`src/rtl/i2c_cmd_seq.sv`:
```
// rtl/i2c_cmd_seq.sv - command FIFO and LB sequencer driving an I2C master
// Optional poll timeout: define I2C_CMD_SEQ_TIMEOUT_EN.
module i2c_cmd_seq #(
  parameter int                   LB_DATA_W            = 32,
  parameter int                   LB_ADDR_W            = 8,
  parameter int                   CMD_FIFO_DEPTH       = 8,
  parameter logic [6:0]           I2C_DEV_ADDR         = 7'h1A,
  parameter logic [7:0]           I2C_CLK_DIV          = 8'd250,
  parameter int                   POLL_GAP             = 4,
  parameter logic [LB_ADDR_W-1:0] ADDR_REG_ADDR        = 8'h00,
  parameter logic [LB_ADDR_W-1:0] CLK_DIV_REG_ADDR     = 8'h01,
  parameter logic [LB_ADDR_W-1:0] CONFIG_REG_ADDR      = 8'h02,
  parameter logic [LB_ADDR_W-1:0] STATUS_REG_ADDR      = 8'h03,
  parameter logic [LB_ADDR_W-1:0] DATA_CACHE_BASE_ADDR = 8'h10
`ifdef I2C_CMD_SEQ_TIMEOUT_EN
  , parameter int                 TIMEOUT_POLLS        = 1024
`endif
) (
  input  logic                 clk,
  input  logic                 rst_n,
  input  logic                 cmd_valid,
  input  logic [15:0]          cmd_data,
  output logic                 cmd_ready,
  output logic                 mst_lb_wr_en,
  output logic                 mst_lb_rd_en,
  output logic [LB_ADDR_W-1:0] mst_lb_addr,
  output logic [LB_DATA_W-1:0] mst_lb_wr_data,
  input  logic                 mst_lb_wr_valid,
  input  logic                 mst_lb_rd_valid,
  input  logic [LB_DATA_W-1:0] mst_lb_rd_data,
  output logic                 seq_busy,
  output logic                 nack_err,
  output logic [15:0]          cmd_done_cnt
`ifdef I2C_CMD_SEQ_TIMEOUT_EN
  , output logic               timeout_err
`endif
);

  localparam int PTR_W = $clog2(CMD_FIFO_DEPTH);
  localparam int CNT_W = PTR_W + 1;
  localparam int GAP_W = $clog2(POLL_GAP) + 1;

  typedef enum logic [2:0] {
    INIT_ADDR, INIT_DIV, IDLE, WR_D0, WR_D1, WR_CFG, GAP, POLL_RD
  } state_t;

  state_t                 state_q, state_d, wnext;
  logic                   pend_q, pend_d;
  logic [GAP_W-1:0]       gap_q, gap_d;
  logic [15:0]            cmd_reg_q, cmd_reg_d;
  logic [15:0]            fifo_q [CMD_FIFO_DEPTH];
  logic [15:0]            fifo_d [CMD_FIFO_DEPTH];
  logic [PTR_W-1:0]       wr_ptr_q, wr_ptr_d, rd_ptr_q, rd_ptr_d;
  logic [CNT_W-1:0]       count_q, count_d;
  logic                   cmd_ready_q, cmd_ready_d;
  logic                   wr_en_q, wr_en_d, rd_en_q, rd_en_d;
  logic [LB_ADDR_W-1:0]   addr_q, addr_d, wa;
  logic [LB_DATA_W-1:0]   wdata_q, wdata_d, wd;
  logic                   busy_q, busy_d, nack_q, nack_d;
  logic [15:0]            done_q, done_d;
  logic                   push, pop, is_wr;
  logic                   unused_rd_bits;
`ifdef I2C_CMD_SEQ_TIMEOUT_EN
  localparam int POLL_W = $clog2(TIMEOUT_POLLS) + 1;
  logic [POLL_W-1:0]      poll_q, poll_d;
  logic                   tmo_q, tmo_d;
  assign timeout_err = tmo_q;
`endif

  assign unused_rd_bits = ^mst_lb_rd_data[LB_DATA_W-1:2];
  assign cmd_ready      = cmd_ready_q;
  assign mst_lb_wr_en   = wr_en_q;
  assign mst_lb_rd_en   = rd_en_q;
  assign mst_lb_addr    = addr_q;
  assign mst_lb_wr_data = wdata_q;
  assign seq_busy       = busy_q;
  assign nack_err       = nack_q;
  assign cmd_done_cnt   = done_q;

  always_comb begin
    state_d   = state_q;
    pend_d    = pend_q;
    gap_d     = '0;
    cmd_reg_d = cmd_reg_q;
    fifo_d    = fifo_q;
    wr_en_d   = 1'b0;
    rd_en_d   = 1'b0;
    addr_d    = addr_q;
    wdata_d   = wdata_q;
    nack_d    = nack_q;
    done_d    = done_q;
    push      = cmd_valid & cmd_ready_q;
    pop       = 1'b0;
    is_wr     = 1'b1;
    wa        = '0;
    wd        = '0;
    wnext     = state_q;
`ifdef I2C_CMD_SEQ_TIMEOUT_EN
    poll_d    = poll_q;
    tmo_d     = tmo_q;
`endif

    // All write states share one strobe/hold/ack handshake.
    case (state_q)
      INIT_ADDR: begin wa = ADDR_REG_ADDR; wd = LB_DATA_W'({I2C_DEV_ADDR, 1'b0}); wnext = INIT_DIV; end
      INIT_DIV:  begin wa = CLK_DIV_REG_ADDR; wd = LB_DATA_W'(I2C_CLK_DIV); wnext = IDLE; end
      WR_D0:     begin wa = DATA_CACHE_BASE_ADDR; wd = LB_DATA_W'(cmd_reg_q[15:8]); wnext = WR_D1; end
      WR_D1:     begin wa = DATA_CACHE_BASE_ADDR + LB_ADDR_W'(1); wd = LB_DATA_W'(cmd_reg_q[7:0]); wnext = WR_CFG; end
      WR_CFG:    begin wa = CONFIG_REG_ADDR; wd = LB_DATA_W'(32'h0000_0207); wnext = GAP; end
      default:   is_wr = 1'b0;
    endcase

    if (is_wr) begin
      if (!pend_q) begin
        wr_en_d = 1'b1;
        addr_d  = wa;
        wdata_d = wd;
        pend_d  = 1'b1;
`ifdef I2C_CMD_SEQ_TIMEOUT_EN
        if (state_q == WR_CFG) poll_d = '0;
`endif
      end else if (mst_lb_wr_valid) begin
        pend_d  = 1'b0;
        state_d = wnext;
      end
    end

    case (state_q)
      IDLE: begin
        if (count_q != '0) begin
          pop       = 1'b1;
          cmd_reg_d = fifo_q[rd_ptr_q];
          state_d   = WR_D0;
        end
      end
      GAP: begin
        if (gap_q == GAP_W'(POLL_GAP - 1)) state_d = POLL_RD;
        else gap_d = gap_q + GAP_W'(1);
      end
      POLL_RD: begin
        if (!pend_q) begin
          rd_en_d = 1'b1;
          addr_d  = STATUS_REG_ADDR;
          pend_d  = 1'b1;
        end else if (mst_lb_rd_valid) begin
          pend_d = 1'b0;
          if (mst_lb_rd_data[0]) begin
            state_d = GAP;
`ifdef I2C_CMD_SEQ_TIMEOUT_EN
            poll_d = poll_q + POLL_W'(1);
            if (poll_q == POLL_W'(TIMEOUT_POLLS - 1)) begin
              tmo_d   = 1'b1;
              state_d = IDLE;
            end
`endif
          end else begin
            nack_d  = nack_q | mst_lb_rd_data[1];
            done_d  = done_q + 16'd1;
            state_d = IDLE;
          end
        end
      end
      default: ;
    endcase

    if (push) fifo_d[wr_ptr_q] = cmd_data;
    wr_ptr_d    = wr_ptr_q + PTR_W'(push);
    rd_ptr_d    = rd_ptr_q + PTR_W'(pop);
    count_d     = count_q + CNT_W'(push) - CNT_W'(pop);
    cmd_ready_d = (count_d != CNT_W'(CMD_FIFO_DEPTH));
    busy_d      = (state_d != IDLE) || (count_d != '0);
  end

  always_ff @(posedge clk or negedge rst_n) begin
    if (!rst_n) begin
      state_q     <= INIT_ADDR;
      pend_q      <= 1'b0;
      gap_q       <= '0;
      cmd_reg_q   <= '0;
      for (int i = 0; i < CMD_FIFO_DEPTH; i++) fifo_q[i] <= '0;
      wr_ptr_q    <= '0;
      rd_ptr_q    <= '0;
      count_q     <= '0;
      cmd_ready_q <= 1'b0;
      wr_en_q     <= 1'b0;
      rd_en_q     <= 1'b0;
      addr_q      <= '0;
      wdata_q     <= '0;
      busy_q      <= 1'b0;
      nack_q      <= 1'b0;
      done_q      <= '0;
`ifdef I2C_CMD_SEQ_TIMEOUT_EN
      poll_q      <= '0;
      tmo_q       <= 1'b0;
`endif
    end else begin
      state_q     <= state_d;
      pend_q      <= pend_d;
      gap_q       <= gap_d;
      cmd_reg_q   <= cmd_reg_d;
      fifo_q      <= fifo_d;
      wr_ptr_q    <= wr_ptr_d;
      rd_ptr_q    <= rd_ptr_d;
      count_q     <= count_d;
      cmd_ready_q <= cmd_ready_d;
      wr_en_q     <= wr_en_d;
      rd_en_q     <= rd_en_d;
      addr_q      <= addr_d;
      wdata_q     <= wdata_d;
      busy_q      <= busy_d;
      nack_q      <= nack_d;
      done_q      <= done_d;
`ifdef I2C_CMD_SEQ_TIMEOUT_EN
      poll_q      <= poll_d;
      tmo_q       <= tmo_d;
`endif
    end
  end

endmodule

```
`config.mk`:
```
export PLATFORM = sky130hd
export DESIGN_NAME = i2c_cmd_seq
export DESIGN_NICKNAME = d
export VERILOG_FILES = /design/src/rtl/i2c_cmd_seq.sv
export SDC_FILE = /design/constraint.sdc
export NUM_CORES = 1
export LEC_CHECK = 0
export CAP_MARGIN = 20
export CELL_PAD_IN_SITES_DETAIL_PLACEMENT = 1
export CELL_PAD_IN_SITES_GLOBAL_PLACEMENT = 1
export CORE_UTILIZATION = 46
export DETAILED_ROUTE_END_ITERATION = 8
export GPL_TIMING_DRIVEN = 0
export PLACE_DENSITY = 0.86
export SLEW_MARGIN = 10
export SYNTH_ARGS = -nofsm -noshare
export SYNTH_HDL_FRONTEND = slang
export SYNTH_SLANG_ARGS = --single-unit
```
`constraint.sdc`:
```
create_clock -name clk -period 3.69 [get_ports clk]
set_input_delay 0.738 -clock clk [delete_from_list [all_inputs] [get_ports clk]]
set_output_delay 0.738 -clock clk [all_outputs]
set_load 0.03 [all_outputs]
```
==> results.txt <==
----------------------------------------------------
[STA]
  Relative slew slack ... 0.374
  Setup violators final ... 0
  Number of endpoints with negative hold slack in the final report ... 0
  Setup Total Neg Slack ... 0 ns
  Worst Tran Pin Value ... 0.939 ns
  Final max-slew violation count ... 0
  Final critical delay including setup and external delays ... 3.39 ns
  Fin crit share ... 0.918
  Achievable clock frequency ... 295 MHz
  Unrepaired setup endpoints after global routing ... false
  Worst setup skew after layout ... 0.00986 ns

[Final layout]
  Most used cells in the layout excluding fill and tap cells ... 199 x sky130_fd_sc_hd__dfrtp_1, 119 x sky130_fd_sc_hd__mux2_2, 59 x sky130_fd_sc_hd__clkdlybuf4s50_1
  # fillers ... 1859
  Leading cell type in the layout, fill and taps excluded ... sky130_fd_sc_hd__dfrtp_1
  Area growth from synthesis to layout ... 17.9%
  Layout cell share with drive strength beyond 1 ... 0.320
  Post-layout net count ... 801
  Final core area utilization ... 0.559
  Count of inserted antenna diode cells ... 0

[Detailed routing]
  Final antenna-violating net count ... 0
  Detailed-route wire length per cell ... 21.2 µm
  First drt pass iteration count ... 4
  Total vias in the final route ... 5541
  Detailed-route wire length ... 21300 µm
  Remaining DRCs ... 0
  Drt via density ... 5.49
  DR iter-0 viols ... 356

[Pwr]
  IR Drop Worst-Case VDD ... 0.492 mV
  Leakage Power ... 4.65 nW
  Internal power ... 6.12 mW
  Sequential Power Share ... 0.399
  Clock network fraction of design power ... 0.196
  Switching power summed over all nets ... 3.35 mW
  PwrDens ... 894 nW/µm²
  Share of total power in combinational logic ... 0.406
  Fraction of power spent switching nets ... 0.354

[Clock tree]
  Number of levels the H-tree was split into ... 4
  Reg clk slew, reported paths ... 0.07 ns
  Setup Fix Bufs, Post-CTS ... 0
  Post-cts gate resize count ... 0
  Maximum buffer depth of the clock tree ... 2
  Sinks on Clock Net ... 199
  Clock latency on the worst-skew pair ... 0.44 ns
  Clock Root Buffer ... sky130_fd_sc_hd__clkbuf_16
  TritonCTS Buffers ... 17
  Post-cts hold buffer count ... 0
  CTS tree ... yes

[Worst setup path]
  Required time of the worst setup path ... 3.99 ns
  Kind of critical path ... reg -> reg
  Data arrival time at the worst-slack endpoint ... 3.69 ns
  Critical path capture point type ... flop
  Type of element launching the critical path ... flop
  Critical Path Fanout Max ... 16

[Synthesis]
  Total standard cell area after synthesis ... 8990 µm²
  Post-Syn Area per Cell ... 14.2 µm²
  Proportion of netlist area held by the largest area contributor ... 0.554
  Cells after synthesis ... 635
  Most used flip-flop cell after synthesis ... sky130_fd_sc_hd__dfrtp_1
  Part of the Yosys area used for sequential elements ... 0.554
  Yosys warns ... 0
  Synth Register Bits ... 199
  Cell type with the highest aggregate area in the netlist ... sky130_fd_sc_hd__dfrtp_1
  Yosys cell types ... 50
  Count of flip-flops with a built-in enable after synthesis ... 0
  Proportion of synthesized flip-flops having asynchronous set or reset ... 1.00
  Top post-synthesis cells by area ... sky130_fd_sc_hd__dfrtp_1 55%, sky130_fd_sc_hd__mux2_2 15%, sky130_fd_sc_hd__mux4_2 8.0%, sky130_fd_sc_hd__buf_4 1.9%, sky130_fd_sc_hd__mux2i_1 1.9%

[Floorplanning]
  Cell row count ... 50
  Die outline width ... 142 µm
  Placeable Area ... 19000 µm²
  DIE AREA ... 20100 µm²
  Die Span Y ... 142 µm
  Initial standard-cell utilization of the core ... 0.474
  Boundary Pins ... 114

[Global routing]
  Overall routing resource usage ... 0.233
  Global-route wire length before repair ... 35000 µm
  Number of antenna violations at the first check in global routing ... 1
  GR Overflow Total ... 0
  Number of global-route vias before repair ... 6170
  Pin count of the biggest net entering global routing ... 109

[Hold path]
  Hold WC Path Type ... in -> async

[Placed design]
  Routability-driven placement congestion ratio ... 0.843
  Detailed placer's ending HPWL ... 14200 µm
  Buffers on Ports ... 60

[Run]
  Max_cap viols ... 0

[Run status]
  Outcome ... complete, no violations

----------------------------------------------------
==> area by class of cell <==
| class | instances | area [µm²] | area share |
|---|---|---|---|
| multi-input combinational | 390 | 3700 | 0.349 |
| clock inverter | 13 | 133 | 0.0125 |
| buffer | 53 | 334 | 0.0315 |
| tap | 260 | 325 | 0.0307 |
| sequential | 199 | 4980 | 0.470 |
| timing repair buffer | 61 | 633 | 0.0597 |
| clock buffer | 19 | 443 | 0.0418 |
| inverter | 14 | 52.6 | 0.00496 |
==> power by group through the flow <==
stage | Clock (mW) | Combinational, mW | Sequential [mW]
floorplan | 0 | 2.61 | 3.76
global placement | 0 | 3.61 | 3.67
detailed placement | 0 | 3.81 | 3.78
CTS | 1.88 | 3.89 | 3.78
global route | 1.96 | 4.15 | 3.90
finish | 1.85 | 3.84 | 3.78
==> registers in the layout (all words and copies together), names as in the netlist, named ones only <==
name	flops
fifo_q	128
cmd_done_cnt	16
cmd_reg_q	16
mst_lb_wr_data	9
count_q	4
gap_q	3
rd_ptr_q	3
state_q	3
wr_ptr_q	3
cmd_ready	1
mst_lb_rd_en	1
mst_lb_wr_en	1
nack_err	1
pend_q	1
seq_busy	1
==> final timing paths <==
check / depth (start not counted) / end / slack, ns / start
min in group clk: 1 / gap_q[0] / 0.45 / gap_q[0]
min: 1 / cmd_done_cnt[10] / 0.31 / rst_n
min reg2reg: 1 / gap_q[0] / 0.45 / gap_q[0]
max: 12 / seq_busy / 0.30 / state_q[0]
max in group asynchronous: 2 / fifo_q[86] / 2.38 / rst_n
max reg2reg: 12 / seq_busy / 0.30 / state_q[0]
==> critical path, cell delays in order, from the launching register on <==
cell and delay (ns):
sky130_fd_sc_hd__dfrtp_1 0.43, sky130_fd_sc_hd__nand2b_1 0.18, sky130_fd_sc_hd__a211o_1 0.49, sky130_fd_sc_hd__inv_1 0.20, sky130_fd_sc_hd__ha_1 0.25, sky130_fd_sc_hd__inv_1 0.07, sky130_fd_sc_hd__ha_1 0.18, sky130_fd_sc_hd__inv_1 0.07
sky130_fd_sc_hd__fa_1 0.49, sky130_fd_sc_hd__inv_1 0.06, sky130_fd_sc_hd__nor3_1 0.28, sky130_fd_sc_hd__nand2_1 0.10, sky130_fd_sc_hd__or4_1 0.43
==> layer usage <==
metal	vias up	share of wire	GRT usage
met4	2	0.014	0.0623
li1	2451	-	-
met1	2910	0.42	0.291
met3	26	0.044	0.0449
met5	-	0.00061	0
met2	152	0.52	0.416
==> synth_stat cells, drive strengths merged, types with 3 or more instances <==
library cell  count
nand2b           11
nor2             19
a21oi            14
nor4              3
mux4             32
ha               11
a31oi             3
nand2            27
nand4             3
xor2              8
buf              41
nand3             6
o22a             12
dfrtp           199
nor3              6
inv              14
nor2b             9
xnor2            12
o21ai            18
mux2i            17
clkbuf           13
mux2            129
==> logic make-up after synthesis <==
family	share of synthesized area
fa+ha+maj	0.0175
mux	0.265
other cells	0.000417
xor+xnor	0.0195
compound gates	0.0398
simple gates	0.0604
flops	0.554
buf+inv	0.0434
==> stage by stage <==
stage | instances | power (mW) | setup slack [ns] | hold slack (ns) | instance area [µm²]
6_report | 1009 | 9.48 | 0.301 | 0.309 | 10600
5_1_grt | 1009 | 10.0 | 0.100 | 0.374 | 10600
4_1_cts | 1010 | 9.55 | 0.0464 | 0.346 | 10600
3_5_place_dp | 978 | 7.60 | 0.122 | 0.454 | 10000
3_3_place_gp | 977 | 7.28 | -5.76 | 0.417 | 10000
2_1_floorplan | 657 | 6.37 | 0.777 | 0.406 | 9070
Note: power is estimated with default switching activity, not from simulation.
